### src/rtl/operand_fetch.sv
// Register-read stage of the Beta core: drives the register file read ports,
// holds one instruction and resolves its operands by forwarding from EX/MEM/WB.
module operand_fetch #(
  parameter int W_DATA = 32,
  parameter int W_ADDR = 5,
  parameter int IDX_ZR = 31
) (
  input  logic              clock_i,
  input  logic              reset_i,
  input  logic              flush_i,
  input  logic              inValid_i,
  output logic              inReady_o,
  input  logic [31:0]       inInstr_i,
  input  logic [31:0]       inPc_i,
  output logic              rfEnX_o,
  output logic              rfEnY_o,
  output logic [W_ADDR-1:0] rfAddrX_o,
  output logic [W_ADDR-1:0] rfAddrY_o,
  input  logic [W_DATA-1:0] rfDataX_i,
  input  logic [W_DATA-1:0] rfDataY_i,
  input  logic              exValid_i,
  input  logic              memValid_i,
  input  logic              wbValid_i,
  input  logic [W_ADDR-1:0] exDest_i,
  input  logic [W_ADDR-1:0] memDest_i,
  input  logic [W_ADDR-1:0] wbDest_i,
  input  logic [W_DATA-1:0] exData_i,
  input  logic [W_DATA-1:0] memData_i,
  input  logic [W_DATA-1:0] wbData_i,
  input  logic              exIsLoad_i,
  output logic              outValid_o,
  input  logic              outReady_i,
  output logic [31:0]       outInstr_o,
  output logic [31:0]       outPc_o,
  output logic [W_DATA-1:0] outOpA_o,
  output logic [W_DATA-1:0] outOpB_o,
  output logic [W_DATA-1:0] outStoreData_o
);

  localparam logic [5:0]        OPC_ST = 6'h19;
  localparam logic [W_ADDR-1:0] ZR     = W_ADDR'(IDX_ZR);

  logic              rrValid_q, rrValid_d;
  logic [31:0]       irReg_q, irReg_d;
  logic [31:0]       pcReg_q, pcReg_d;
  logic [W_ADDR-1:0] heldAddrX, heldAddrY, inAddrX, inAddrY;
  logic              heldIsLit, heldUsesY, stall, accept;
  logic [W_DATA-1:0] opX, opY;

  function automatic logic [W_ADDR-1:0] portYAddr(input logic [31:0] instr);
    return (instr[31:26] == OPC_ST) ? W_ADDR'(instr[25:21]) : W_ADDR'(instr[15:11]);
  endfunction

  // Youngest producer wins; the zero register never takes a forwarded value.
  function automatic logic [W_DATA-1:0] forward(input logic [W_ADDR-1:0] addr,
                                                input logic [W_DATA-1:0] rfData);
    if (addr == ZR)                         return '0;
    else if (exValid_i  && exDest_i  == addr) return exData_i;
    else if (memValid_i && memDest_i == addr) return memData_i;
    else if (wbValid_i  && wbDest_i  == addr) return wbData_i;
    else                                    return rfData;
  endfunction

  assign heldAddrX = W_ADDR'(irReg_q[20:16]);
  assign heldAddrY = portYAddr(irReg_q);
  assign inAddrX   = W_ADDR'(inInstr_i[20:16]);
  assign inAddrY   = portYAddr(inInstr_i);

  // Opcode classes 01 and 11 carry a literal, which is exactly opcode bit 30.
  assign heldIsLit = irReg_q[30];
  assign heldUsesY = !heldIsLit || (irReg_q[31:26] == OPC_ST);

  assign stall = rrValid_q && exValid_i && exIsLoad_i && (exDest_i != ZR) &&
                 ((exDest_i == heldAddrX) || (heldUsesY && (exDest_i == heldAddrY)));

  assign inReady_o  = !flush_i && (!rrValid_q || (outReady_i && !stall));
  assign accept     = inValid_i && inReady_o;
  assign outValid_o = rrValid_q && !stall;

  // A held instruction re-reads every cycle so RF write-through stays visible.
  always_comb begin
    rfEnX_o   = 1'b0;
    rfEnY_o   = 1'b0;
    rfAddrX_o = '0;
    rfAddrY_o = '0;
    if (accept) begin
      rfEnX_o   = 1'b1;
      rfEnY_o   = 1'b1;
      rfAddrX_o = inAddrX;
      rfAddrY_o = inAddrY;
    end else if (rrValid_q) begin
      rfEnX_o   = 1'b1;
      rfEnY_o   = 1'b1;
      rfAddrX_o = heldAddrX;
      rfAddrY_o = heldAddrY;
    end
  end

  assign opX            = forward(heldAddrX, rfDataX_i);
  assign opY            = forward(heldAddrY, rfDataY_i);
  assign outOpA_o       = opX;
  assign outOpB_o       = heldIsLit ? {{(W_DATA-16){irReg_q[15]}}, irReg_q[15:0]} : opY;
  assign outStoreData_o = opY;
  assign outInstr_o     = irReg_q;
  assign outPc_o        = pcReg_q;

  always_comb begin
    rrValid_d = rrValid_q;
    irReg_d   = irReg_q;
    pcReg_d   = pcReg_q;
    if (flush_i) begin
      rrValid_d = 1'b0;
    end else if (accept) begin
      rrValid_d = 1'b1;
      irReg_d   = inInstr_i;
      pcReg_d   = inPc_i;
    end else if (outValid_o && outReady_i) begin
      rrValid_d = 1'b0;
    end
  end

  always_ff @(posedge clock_i) begin
    if (reset_i) begin
      rrValid_q <= 1'b0;
      irReg_q   <= '0;
      pcReg_q   <= '0;
    end else begin
      rrValid_q <= rrValid_d;
      irReg_q   <= irReg_d;
      pcReg_q   <= pcReg_d;
    end
  end

endmodule

### config.mk
export PLATFORM = sky130hd
export DESIGN_NAME = operand_fetch
export DESIGN_NICKNAME = d
export VERILOG_FILES = /design/src/rtl/operand_fetch.sv
export SDC_FILE = /design/constraint.sdc
export NUM_CORES = 1
export LEC_CHECK = 0
export CAP_MARGIN = 10
export CORE_AREA = 3 3 165 167
export DETAILED_ROUTE_END_ITERATION = 6
export DIE_AREA = 0 0 168 170
export DONT_BUFFER_PORTS = 1
export GPL_TIMING_DRIVEN = 0
export PLACE_DENSITY = 0.4
export SLEW_MARGIN = 40
export SYNTH_ARGS = -nofsm -noshare
export SYNTH_HDL_FRONTEND = slang
export SYNTH_SLANG_ARGS = --single-unit
### constraint.sdc
create_clock -name clock_i -period 3.8 [get_ports clock_i]
set_input_delay 0 -clock clock_i [delete_from_list [all_inputs] [get_ports clock_i]]
set_output_delay 0 -clock clock_i [all_outputs]
set_load 0.05 [all_outputs]
Yosys cells after proc, flatten, opt, wreduce, memory -nomap -nowiden
Cells that the tools add are included.
{ "classes": {"reduce_logical": 26, "eq_ne": 11, "n_shift": 0, "magnitude_cmp": 0, "n_addsub": 0, "div": 0, "multipliers": 0, "bitwise_logic": 1, "muxes": 19} }
{ "op_table": {"columns": ["cell", "n"], "rows": [
  ["$mux W32", 9],
  ["$eq A5 B5 Y1", 6],
  ["$mux W5", 6],
  ["$logic_and A1 B1 Y1", 16],
  ["$eq A6 B5 Y1 const B", 2],
  ["$eq A5 B5 Y1 const B", 2],
  ["$ne A5 B5 Y1 const B", 1],
  ["$logic_not A1 Y1", 4],
  ["$mux W1", 4],
  ["$logic_or A1 B1 Y1", 3],
  ["$reduce_and A2 Y1", 1],
  ["$reduce_bool A2 Y1", 1],
  ["$reduce_or A2 Y1", 1],
  ["$not A1 Y1", 1]
]} }
{ "totals": {"out_inout_bits": 174, "latch_bits": 0, "mem_bits_rw": 0, "register_bits": 65, "mem_count": 0, "romBits": 0} }

Longest topological paths before layout
{ "depth": {"word_depth": 12, "ltp_mapped": 11, "ltp_nobuf": 7} }

Worst setup path after synthesis
Ideal clock, no wire load.
{ "synth_path": {"path_kind": "register to output", "from": "register irReg_q[26], in the netlist outInstr_o[26]", "to": "output rfAddrY_o[0]", "arrival_ns": 3.354, "slack_ns": 0.446, "stages_incl_launch_ff": 10, "cell_sequence": "dfxtp_1 > or4b_1 > buf_2 > o21ai_0 > nand3_1 > nand4_1 > o211ai_2 > buf_6 > buf_2 > o21ai_0"} }
{ "synth_via": {"elab_chain_len": 12} }
{ "synth_rtl": {"columns": ["element", "line_no", "source"], "rows": [
  ["start: declaration", "44", "logic [31:0] irReg_q, irReg_d;"],
  ["start signal: assignment", "129", "irReg_q <= irReg_d;"],
  ["$eq A6 B5 Y1 *", "51, 71", null],
  ["$mux W5", "51", "return (instr[31:26] == OPC_ST) ? W_ADDR'(instr[25:21]) : W_ADDR'(instr[15:11]);"],
  ["$eq A5 B5 Y1", "74", "((exDest_i == heldAddrX) || (heldUsesY && (exDest_i == heldAddrY)));"],
  ["$logic_and A1 B1 Y1", "74", null],
  ["$logic_or A1 B1 Y1", "74", null],
  ["$logic_and A1 B1 Y1", "73", "assign stall = rrValid_q && exValid_i && exIsLoad_i && (exDest_i != ZR) &&"],
  ["$logic_not A1 Y1", "76", "assign inReady_o = !flush_i && (!rrValid_q || (outReady_i && !stall));"],
  ["$logic_and A1 B1 Y1", "76", null],
  ["$logic_or A1 B1 Y1", "76", null],
  ["$logic_and A1 B1 Y1", "76", null],
  ["$logic_and A1 B1 Y1", "77", "assign accept = inValid_i && inReady_o;"],
  ["$mux W5 *", "86", "if (accept) begin"],
  ["end: declaration", "18", "output logic [W_ADDR-1:0] rfAddrY_o,"]
]} }
Mark *: on every way between the ends. The rest lies on a longest branch, timed or not.

Final worst setup path
{ "layout_path": {"from": "register irReg_q[31], in the netlist outInstr_o[31]", "to": "output outOpB_o[6]"} }
{ "layout_via": {"elab_chain_len": 9} }
{ "layout_rtl": {"columns": ["element", "line_no", "source"], "rows": [
  ["$eq A6 B5 Y1 *", "51", null],
  ["$mux W5 *", "51", null],
  ["$eq A5 B5 Y1", "60", "else if (wbValid_i && wbDest_i == addr) return wbData_i;"],
  ["$logic_and A1 B1 Y1", "60", null],
  ["$mux W32", "60", null],
  ["$mux W32", "59", "else if (memValid_i && memDest_i == addr) return memData_i;"],
  ["$mux W32", "58", "else if (exValid_i && exDest_i == addr) return exData_i;"],
  ["$mux W32 *", "57", "if (addr == ZR) return '0;"],
  ["$mux W32 *", "102", "assign outOpB_o = heldIsLit ? {{(W_DATA-16){irReg_q[15]}}, irReg_q[15:0]} : opY;"],
  ["end: declaration", "36", "output logic [W_DATA-1:0] outOpB_o,"]
]} }
Marks and branches as above.

==> results.yml <==
clock_network:
  clkLatencyLatePin_ns: 0.33
  clk_pin_slew_ns: 0.06
  cts_tree: "built"
  numCtsBuffers: 9
  clockBufferDepth: 2
  htree_levels: 3
  cts_sinks: 65
  ctsRootBufferMaster: "clkbuf_16"
die:
  ios: 422
  dieWidth_um: 168
  dieArea_sq_um: 28560
  start_util_pct: 24.40
  die-height_um: 170
  fp-row-count: 59
  core-area_sq_um: 25910
worst_setup_path:
  reg2reg_slack_ns: 0.56
  cp_max_fo: 10
  worst-setup-path-type: "reg -> out"
  reg2regPathDepth: 9
  worstPathArrival_ns: 3.67
  worstReg2RegStart: "outInstr_o[31]"
  required_ns: 3.80
  r2r_end: "rrValid_q"
  start_kind: "flop"
  timing.critical_path.to_type: "output pin"
timing:
  relSlewSlack_pct: 15.32
  setup_viol: 0
  hold_violations: 0
  post-route-period-util_pct: 96.65
  rsz0062_at_grt: "true"
  worstMarginPinSlew_ns: 1.270
  finalCriticalPeriod_ns: 3.673
  clock_skew_ns: 0.008047
  fmaxAchievable_mhz: 272.3
  slew_viol_final: 0
yosys:
  synthFlopType: "dfxtp_1"
  yosysUniqueCellTypes: 47
  synth_area_sq_um: 6321
  ys_seq_area_share_pct: 20.59
  yosys_register_bits: 65
  syn-num-nets: 1088
  syn_avg_cell_area_sq_um: 7.525
  yosysWarnings: 0
  synth-edff-count: 0
  async_flop_share_pct: 0
  synthCells: 840
placement:
  routabilityCongestion: 0.9029
  numPortBuffers: 0
  place_hpwl_um: 28150
  placed_area_sq_um: 6952
run:
  cap_viol_max_count: 0
worst_hold_path:
  min_path_cells: 2
  whs_endpoint: "outPc_o[12]"
  hp-start: "reset_i"
  hold_class: "in -> reg"
route:
  wl_per_cell_um: 28.14
  dr.pass1.iters: 7
  drc: 0
  wirelength_um: 35480
  vias_per_cell: 5.699
  detail-route-antenna-nets: 0
  drt_iter0_drc: 506
  via_count: 7186
global_routing:
  grt_use_total_pct: 23.36
  grt_max_degree: 15
  overflow: 0
  antenna_found_initial: 0
  grt_first_pass_wirelength_um: 51190
  grt_pass1_vias: 7385
final_layout:
  final_core_util_pct: 33.50
  fin_area_sq_um: 8681
  fillerInstances: 2794
  fin_nets: 1169
  multi_input_area_sq_um: 5453
  syn_to_final_growth_pct: 37.33
  drive_gt1_share_pct: 22.14
  n_antenna_cell: 0
  regArea_sq_um: 1324
power_and_ir_drop:
  irDropWorstVdd_uv: 241.1
  powerDensity_nw_per_um2: 308.7
  leakagePower_nw: 3.620
status:
  status: "complete, no violations"
==> cell usage after synthesis, types with 2 or more instances <==
library cell	count	area [sq um]
buf_2	17	85.08
nor2b_1	10	62.56
a211o_1	32	280.3
nand2b_1	7	43.79
mux2i_1	134	1341
or2_2	3	18.77
inv_1	4	15.01
clkbuf_1	53	198.9
a211oi_1	37	277.8
nor3_1	2	10.01
xnor2_1	19	166.4
a221o_1	32	320.3
nand3_1	15	75.07
nor2_2	2	12.51
nor3b_1	15	112.6
mux2_2	4	45.04
a22o_1	5	43.79
o2111ai_1	2	17.52
dfxtp_1	65	1301
nor2_1	166	623.1
nand4_1	9	56.30
a22oi_1	3	22.52
buf_1	3	11.26
o21ai_0	12	60.06
buf_6	5	56.30
a2111oi_0	15	131.4
buf_4	8	60.06
nand2_1	43	161.4
nor4_1	2	12.51
xor2_1	10	87.58
a21oi_1	83	415.4
and2_1	5	31.28
nor4b_1	4	35.03
==> area by class of cell <==
cell class,instances,area share [%]
Clock buffer,9,2.594
Multi-Input combinational cell,685,62.81
Timing Repair Buffer,71,8.187
Clock inverter,7,0.6774
Inverter,4,0.1730
Buffer,85,5.477
Tap cell,335,4.828
Sequential cell,65,15.25
==> worst max-delay path by stage <==
stage | start | end | slack, ns | depth (start not counted)
6_report | outInstr_o[31] | outOpB_o[6] | 0.13 | 10
5_1_grt | outInstr_o[31] | outStoreData_o[25] | -0.01 | 10
3_3_place_gp | outInstr_o[30] | outStoreData_o[11] | -1.13 | 10
2_1_floorplan | outInstr_o[26] | rfAddrY_o[0] | 0.45 | 9
3_5_place_dp | outInstr_o[30] | outOpB_o[9] | -0.79 | 10
4_1_cts | outInstr_o[16] | outOpA_o[17] | 0.008 | 8
==> kinds of logic after synthesis <==
| family | count (synthesis) | synth area share [%] |
|---|---|---|
| simple gates | 292 | 21.18 |
| compound gates | 226 | 25.53 |
| mux | 138 | 21.93 |
| buf+inv | 90 | 6.750 |
| flops | 65 | 20.59 |
| xor+xnor | 29 | 4.018 |
==> registers in the layout, summed over array words and instances (netlist names) <==
signal      count
outInstr_o     32
outPc_o        32
rrValid_q       1
==> cells in the final DEF (no fill, tap or decap), types with 5 or more instances in the layout <==
cell,instances
clkbuf_1,37
a221o_1,6
a21oi_4,32
nor3b_1,15
clkbuf_4,9
a2111oi_2,8
a21oi_1,51
dlygate4sd3_1,66
nor2b_1,9
a221o_2,22
dfxtp_2,6
xor2_1,10
clkbuf_2,12
nand3_1,14
nand2b_1,7
a211oi_1,35
o21ai_0,6
o21ai_2,5
nand4_1,9
buf_4,12
xnor2_1,19
nor2_1,133
nand2_1,42
dfxtp_1,55
nor2_4,32
a211o_1,32
a22o_1,5
buf_2,8
clkbuf_16,9
buf_6,9
mux2i_1,134
==> report_power, final <==
| group | internal [W] | total (W) | switching, W |
|---|---|---|---|
| Sequential | 0.000715 | 0.000872 | 0.000157 |
| Clock | 0.000452 | 0.000799 | 0.000347 |
| Combinational | 0.000326 | 0.00101 | 0.000683 |
| Total | 0.00149 | 0.00268 | 0.00119 |
==> routing by layer <==
metal	part of all wire [%]	vias up	GRT usage (%)
met5	0	-	0
met4	1.4	0	4.447
met3	9.9	27	7.689
met2	49	408	41.66
met1	39	3496	27.63
li1	-	3255	-
==> through the flow <==
| step | power, W | std cells | TNS, ns | hold slack, ns | setup slack [ns] |
|---|---|---|---|---|---|
| after floorplan | 0.001588 | 840 | 0 | 0.07931 | 0.4460 |
| after global placement | 0.001728 | 1175 | -54.69 | 0.08496 | -1.128 |
| after detailed placement | 0.001752 | 1175 | -37.57 | 0.08330 | -0.7883 |
| after CTS | 0.002680 | 1261 | 0 | 0.03663 | 0.008399 |
| after global routing | 0.002787 | 1261 | -0.01386 | 0.07579 | -0.01386 |
| final | 0.002679 | 1261 | 0 | 0.04257 | 0.1275 |
==> what timing repair did <==
item	in CTS	in global routing
endpoints found under the setup margin	138	99
cloned	0	0
pin swaps	11	7
setup buffers	5	0
hold endpoints to repair	65	0
hold buffers	66	0
gates resized for setup	130	61
==> worst max-delay path, cell delays in order, from the launching register on <==
cell and delay, ns:
dfxtp_4 0.42, or4b_1 0.55, clkbuf_4 0.21, nor2_4 0.11, buf_6 0.17, mux2_2 0.36
and4_2 0.29, or2_4 0.29, buf_6 0.18, a2111oi_2 0.38, a221o_2 0.37
Note: power is estimated with default switching activity, not from simulation.
